`src/rtl/fetch_unit_pkg.sv`:
```
// Shared definitions for the instruction-fetch stage.
package fetch_unit_pkg;
  localparam logic [31:0] NOP_INSTR_DEF = 32'h0000_0000;
  localparam logic [31:0] PC_STEP       = 32'd4;

  typedef enum logic [1:0] {
    S_FETCH   = 2'd0,
    S_WAIT    = 2'd1,
    S_HOLD    = 2'd2,
    S_DISCARD = 2'd3
  } state_e;
endpackage

```
`src/rtl/fetch_skid_buf.sv`:
```
// One-entry {instr, pc} buffer that parks a word acked while decode is frozen.
module fetch_skid_buf (
  input  logic        clk,
  input  logic        rst,
  input  logic        load,
  input  logic        clear,
  input  logic [31:0] instr_in,
  input  logic [31:0] pc_in,
  output logic [31:0] instr,
  output logic [31:0] pc,
  output logic        full
);
  logic [31:0] instr_q, instr_d, pc_q, pc_d;
  logic        full_q, full_d;

  // clear wins over load so a redirect always empties the buffer
  always_comb begin
    instr_d = instr_q;
    pc_d    = pc_q;
    full_d  = full_q;
    if (clear) begin
      full_d = 1'b0;
    end else if (load) begin
      full_d  = 1'b1;
      instr_d = instr_in;
      pc_d    = pc_in;
    end
  end

  // buffer state register
  always_ff @(posedge clk) begin
    if (rst) begin
      instr_q <= '0;
      pc_q    <= '0;
      full_q  <= 1'b0;
    end else begin
      instr_q <= instr_d;
      pc_q    <= pc_d;
      full_q  <= full_d;
    end
  end

  assign instr = instr_q;
  assign pc    = pc_q;
  assign full  = full_q;
endmodule

```
`src/rtl/fetch_unit.sv`:
```
// Instruction fetch + IF/ID register over a single-outstanding req/ack memory.
// Optional FETCH_PERF_CNT_EN adds fetch_cnt / bubble_cnt IF/ID load counters.
module fetch_unit import fetch_unit_pkg::*; #(
  parameter logic [31:0] RESET_PC  = 32'h0000_0000,
  parameter logic [31:0] NOP_INSTR = NOP_INSTR_DEF
) (
  input  logic        clk,
  input  logic        rst,
  input  logic        freeze,
  input  logic        branch_taken,
  input  logic [31:0] branch_addr,
  output logic        imem_req,
  output logic [31:0] imem_addr,
  input  logic        imem_ack,
  input  logic [31:0] imem_rdata,
  output logic [31:0] instruction,
  output logic [31:0] PCOut,
  output logic        validOut
`ifdef FETCH_PERF_CNT_EN
  ,
  output logic [31:0] fetch_cnt,
  output logic [31:0] bubble_cnt
`endif
);
  state_e      state_q, state_d;
  logic [31:0] pc_q, pc_d, addr_q, addr_d;
  logic [31:0] instr_q, instr_d, pcout_q, pcout_d;
  logic        req_q, req_d, valid_q, valid_d;
  logic [31:0] pc_next, skid_instr, skid_pc;
  logic        skid_load, skid_clear, skid_full;

  assign pc_next = pc_q + PC_STEP;

  fetch_skid_buf u_skid (
    .clk      (clk),
    .rst      (rst),
    .load     (skid_load),
    .clear    (skid_clear),
    .instr_in (imem_rdata),
    .pc_in    (pc_next),
    .instr    (skid_instr),
    .pc       (skid_pc),
    .full     (skid_full)
  );

  // next-state: redirect first, then per-state handshake; IF/ID bubbles when idle
  always_comb begin
    state_d    = state_q;
    pc_d       = pc_q;
    req_d      = req_q;
    addr_d     = addr_q;
    instr_d    = instr_q;
    pcout_d    = pcout_q;
    valid_d    = valid_q;
    skid_load  = 1'b0;
    skid_clear = 1'b0;
    if (!freeze) begin
      instr_d = NOP_INSTR;
      valid_d = 1'b0;
    end
    if (branch_taken) begin
      pc_d       = branch_addr & ~32'h3;
      instr_d    = NOP_INSTR;
      valid_d    = 1'b0;
      skid_clear = 1'b1;
      // an in-flight request must still be retired before a new one goes out
      if ((state_q == S_WAIT || state_q == S_DISCARD) && !imem_ack) begin
        state_d = S_DISCARD;
      end else begin
        state_d = S_FETCH;
        req_d   = 1'b0;
      end
    end else begin
      case (state_q)
        S_FETCH: begin
          req_d   = 1'b1;
          addr_d  = pc_q;
          state_d = S_WAIT;
        end
        S_WAIT: begin
          if (imem_ack) begin
            req_d = 1'b0;
            pc_d  = pc_next;
            if (!freeze) begin
              instr_d = imem_rdata;
              pcout_d = pc_next;
              valid_d = 1'b1;
              state_d = S_FETCH;
            end else begin
              skid_load = 1'b1;
              state_d   = S_HOLD;
            end
          end
        end
        S_HOLD: begin
          if (!freeze) begin
            if (skid_full) begin
              instr_d = skid_instr;
              pcout_d = skid_pc;
              valid_d = 1'b1;
            end
            skid_clear = 1'b1;
            state_d    = S_FETCH;
          end
        end
        S_DISCARD: begin
          if (imem_ack) begin
            req_d   = 1'b0;
            state_d = S_FETCH;
          end
        end
        default: state_d = S_FETCH;
      endcase
    end
  end

  // fetch state and IF/ID register
  always_ff @(posedge clk) begin
    if (rst) begin
      state_q <= S_FETCH;
      pc_q    <= RESET_PC;
      req_q   <= 1'b0;
      addr_q  <= RESET_PC;
      instr_q <= NOP_INSTR;
      pcout_q <= '0;
      valid_q <= 1'b0;
    end else begin
      state_q <= state_d;
      pc_q    <= pc_d;
      req_q   <= req_d;
      addr_q  <= addr_d;
      instr_q <= instr_d;
      pcout_q <= pcout_d;
      valid_q <= valid_d;
    end
  end

  assign imem_req    = req_q;
  assign imem_addr   = addr_q;
  assign instruction = instr_q;
  assign PCOut       = pcout_q;
  assign validOut    = valid_q;

`ifdef FETCH_PERF_CNT_EN
  logic [31:0] fetch_cnt_q, fetch_cnt_d, bubble_cnt_q, bubble_cnt_d;
  logic        ifid_upd;

  // IF/ID is rewritten whenever decode is not frozen or a redirect flushes it
  assign ifid_upd = branch_taken | ~freeze;

  // classify each IF/ID load as real instruction or bubble
  always_comb begin
    fetch_cnt_d  = fetch_cnt_q;
    bubble_cnt_d = bubble_cnt_q;
    if (ifid_upd) begin
      if (valid_d) fetch_cnt_d  = fetch_cnt_q + 32'd1;
      else         bubble_cnt_d = bubble_cnt_q + 32'd1;
    end
  end

  // counter registers
  always_ff @(posedge clk) begin
    if (rst) begin
      fetch_cnt_q  <= '0;
      bubble_cnt_q <= '0;
    end else begin
      fetch_cnt_q  <= fetch_cnt_d;
      bubble_cnt_q <= bubble_cnt_d;
    end
  end

  assign fetch_cnt  = fetch_cnt_q;
  assign bubble_cnt = bubble_cnt_q;
`endif
endmodule

```
`config.mk`:
```
export PLATFORM = sky130hd
export DESIGN_NAME = fetch_unit
export DESIGN_NICKNAME = d
export VERILOG_FILES = /design/src/rtl/fetch_unit_pkg.sv /design/src/rtl/fetch_skid_buf.sv /design/src/rtl/fetch_unit.sv
export SDC_FILE = /design/constraint.sdc
export NUM_CORES = 1
export LEC_CHECK = 0
export BUFFER_PORTS_ARGS = -buffer_cell sky130_fd_sc_hd__buf_4
export CORE_MARGIN = 4
export CORE_UTILIZATION = 59
export CTS_BUF_LIST = sky130_fd_sc_hd__clkbuf_4
export DETAILED_ROUTE_END_ITERATION = 6
export PLACE_DENSITY = 0.9
export RECOVER_POWER = 25
export SYNTH_ARGS = -nofsm -noshare
export SYNTH_HDL_FRONTEND = slang
export SYNTH_HIERARCHICAL = 1
export SYNTH_SLANG_ARGS = --single-unit
```
`constraint.sdc`:
```
create_clock -name clk -period 2.5 [get_ports clk]
set_clock_uncertainty 0.1 [all_clocks]
set_input_delay 0.25 -clock clk [delete_from_list [all_inputs] [get_ports clk]]
set_output_delay 0.25 -clock clk [all_outputs]
set_load 0.05 [all_outputs]
```
==> metrics.txt <==
r2r startpoint pc_q[3]; Internal 4.254 mW; CTS tree built; sequential area share after synthesis a little under two fifths; Main synth FF type dfxtp_1; placed inst area about 0.011 sq mm; CP top delay family simple AND/OR/NAND/NOR gates; post-synth top area share 38.10%; multiplexer share of the synthesized area 0.2961%; average wire per standard cell 19.28 um; port buffer count 162; top cells by area, synth dfxtp_1 (38%), nand4bb_1 (7.1%), a22o_1 (5.5%), nand2_1 (4.7%), a21oi_1 (4.6%); first-pass GRT wire length between 40 and 50 mm; Tmin final between 2 and 2.5 ns; number of synthesized flops with an enable pin 0; switching power total 2.001 mW; Clock power frac 27.9%; fin area between 0.01 and 0.015 sq mm; Layout Utilization 72.39%; vias per cell ~6.4; Worst Path Required 2.92 ns; crit path capture type flop; RSZ-0062 raised after global routing no; area grow syn2layout 19.20%; Vias roughly 10k; worst hold-check path type in2reg; Total Wirelength 30.18 mm; final net count ~1.4k; clock slew at reported path FFs 0.16 ns; Final Hold Vio Count 0; Synth Area in Compound Gates 23.93%; initial core utilization 60.73%; worst hold start branch_taken; antenna violations before repair 2; Detailed Route Iter0 Violations 1,229; main combinational cell family by area after synthesis simple AND/OR/NAND/NOR gates; clk sink count 193; die area 0.01935 sq mm; YS warnings 6; PwrDens approximately 520 mW/mm^2; CP Cell Sequence ha_1 -> nand3_2 -> nor4_4 -> buf_4 -> nand3_1 -> xnor2_1 -> nand4bb_1 -> o21ai_1; biggest cell delay along the critical path between 0.3 and 0.4 ns; cell taking the most area after synthesis dfxtp_1; Die Ht 139.1 um; DRC Markers 0; Mapped Cells around 1.2k; Pre-antenna DRT Iters 7; Async SR Flop Fraction 0%; Max Fclk 0.4323 GHz; Post-Synth Adder-Cell Area 0.6168%; TritonCTS Buffers 17; Final setup viols 0; Max-Cap Viols 0; max-slew violations 0; CTS max path bufs 2; Max-slew headroom 42.02%; Reg power frac 52.6%; die width 139.1 um; most common cell in the netlist dfxtp_1; outcome completed; post-route antenna net violation count 0; startpoint class of the critical path flop; Commonest cells post-synth dfxtp_1 (193), nand2_1 (126), a21oi_1 (94); LEAKAGE 4.367 nW; layout cell share with drive strength beyond 1 15.79%; WS Path Type reg2reg; Fill cells 1,280; H-tree Lvls 4; CP arrival 2.73 ns; FP Rows 47; Post-Synthesis Cell Area 0.01014 sq mm; Crit Path Max Fanout 12; peak supply drop 0.3478 mV; Mean Syn Cell Area 8.698 sq um; number of global-route vias before repair 9,794; post-synthesis simple-gate area fraction between 20% and 30%; post-synthesis xor/xnor area fraction 4.059%; TNS Setup 0 ns; Netlist cell types 62; Global Route Usage Sum 29.73%; Top Ports 167; area of the core 0.01670 sq mm; worst-margin pin slew 0.8698 ns; CP startpoint pc_q[3]; CTS Root Cell clkbuf_4; #FFs+latches synth just under 200; placer congestion estimate 0.8792; fin crit share 92.53%; GRT overflow 0; Critical Path Slowest Stage Cell dfxtp_1; largest net degree at the start of global routing 83; switching part of the total power 31.99%; CP Buf/Inv Count 1; Clk Latency, worst-skew pair 0.59 ns; part of the power in combinational logic 19.5%; dpl hpwl between 15 and 20 mm
layer usage:
metal  share of wire, %  GRT usage [%]  up-vias
li1                   -              -     4567
met1                 39          37.40     4737
met2                 49          49.32      594
met3                8.0          5.379      109
met4                3.9          14.47        0
met5                  0              0        -
repair_timing:
item	CTS	global route
setup buffers	0	1
endpoints found under the hold margin	70	0
hold buffers	64	0
endpoints found under the setup margin	0	50
resized for setup	0	4
sequential cells by signal, indices dropped and copies added, names as in the netlist:
name          count
PCOut            32
instruction      32
u_skid/instr     32
u_skid/pc        32
imem_addr        30
pc_q             30
state_q           2
imem_req          1
u_skid/full       1
validOut          1
stage by stage:
stage               std cells  hold slack, ns  total power [mW]  setup WS [ns]
detailed placement       1466          0.3468             4.484         0.1094
floorplan                1169          0.2586             4.115         0.3715
global placement         1466          0.3432             4.456         0.1710
global route             1565         0.07558             6.475        0.09514
finish                   1565         0.09520             6.254         0.1867
CTS                      1562         0.05317             6.255        0.08951
worst paths after layout:
| path | slack (ns) | end | depth (start not counted) |
|---|---|---|---|
| worst min register to register | 0.37 | imem_addr[11] | 2 |
| worst min-delay path | 0.1 | pc_q[13] | 4 |
| worst max-delay path | 0.19 | u_skid/pc[26] | 8 |
| worst max register to register | 0.19 | u_skid/pc[26] | 8 |
placed cells by master (no fill, tap or decap), types with 11 or more instances in the layout:
cell type / count
a22o_1: 64
o21ai_2: 15
buf_4: 129
nand3_1: 24
and3_1: 12
a31oi_1: 12
clkbuf_4: 18
nor2_1: 37
xor2_1: 28
nand4bb_1: 64
nand4_1: 11
o21ai_1: 51
xnor2_1: 19
inv_1: 13
dfxtp_1: 193
nor3_1: 16
clkbuf_1: 68
dlygate4sd3_1: 64
a211oi_1: 46
a22oi_1: 32
nand2b_1: 74
a21oi_1: 94
nand2_1: 125
final cells by class:
type / instances / area, sq um / share of cell area (%)
Tap cell: 220 / 275.3 / 2.277
Multi-Input combinational cell: 839 / 5659 / 46.81
Timing Repair Buffer: 266 / 1949 / 16.13
Sequential cell: 193 / 3864 / 31.96
Clock inverter: 14 / 152.6 / 1.263
Clock buffer: 18 / 135.1 / 1.118
Antenna cell: 2 / 5.005 / 0.04140
Inverter: 13 / 48.80 / 0.4036
cell families after synthesis:
logic type / after synthesis
DFF: 193
other: 1
buffers and inverters: 137
adders and majority gates: 5
and+or+nand+nor: 421
muxes: 3
xor gates and xnor gates: 47
AOI/OAI and AO/OA: 359
power by group through the flow:
stage | Sequential, mW | Combinational (mW) | Clock [mW]
after floorplan | 3.51 | 0.601 | 0
after global placement | 3.35 | 1.11 | 0
after detailed placement | 3.35 | 1.13 | 0
after CTS | 3.28 | 1.22 | 1.75
after global routing | 3.30 | 1.30 | 1.88
final | 3.29 | 1.22 | 1.75
worst reg2reg max path, stage by stage (launching register included):
cell and delay [ns]:
dfxtp_1 0.37, ha_1 0.24, nand3_2 0.27, nor4_4 0.35
buf_4 0.22, nand3_1 0.11, xnor2_1 0.36, nand4bb_1 0.14
o21ai_1 0.08
(Power assumes the default switching activity.)
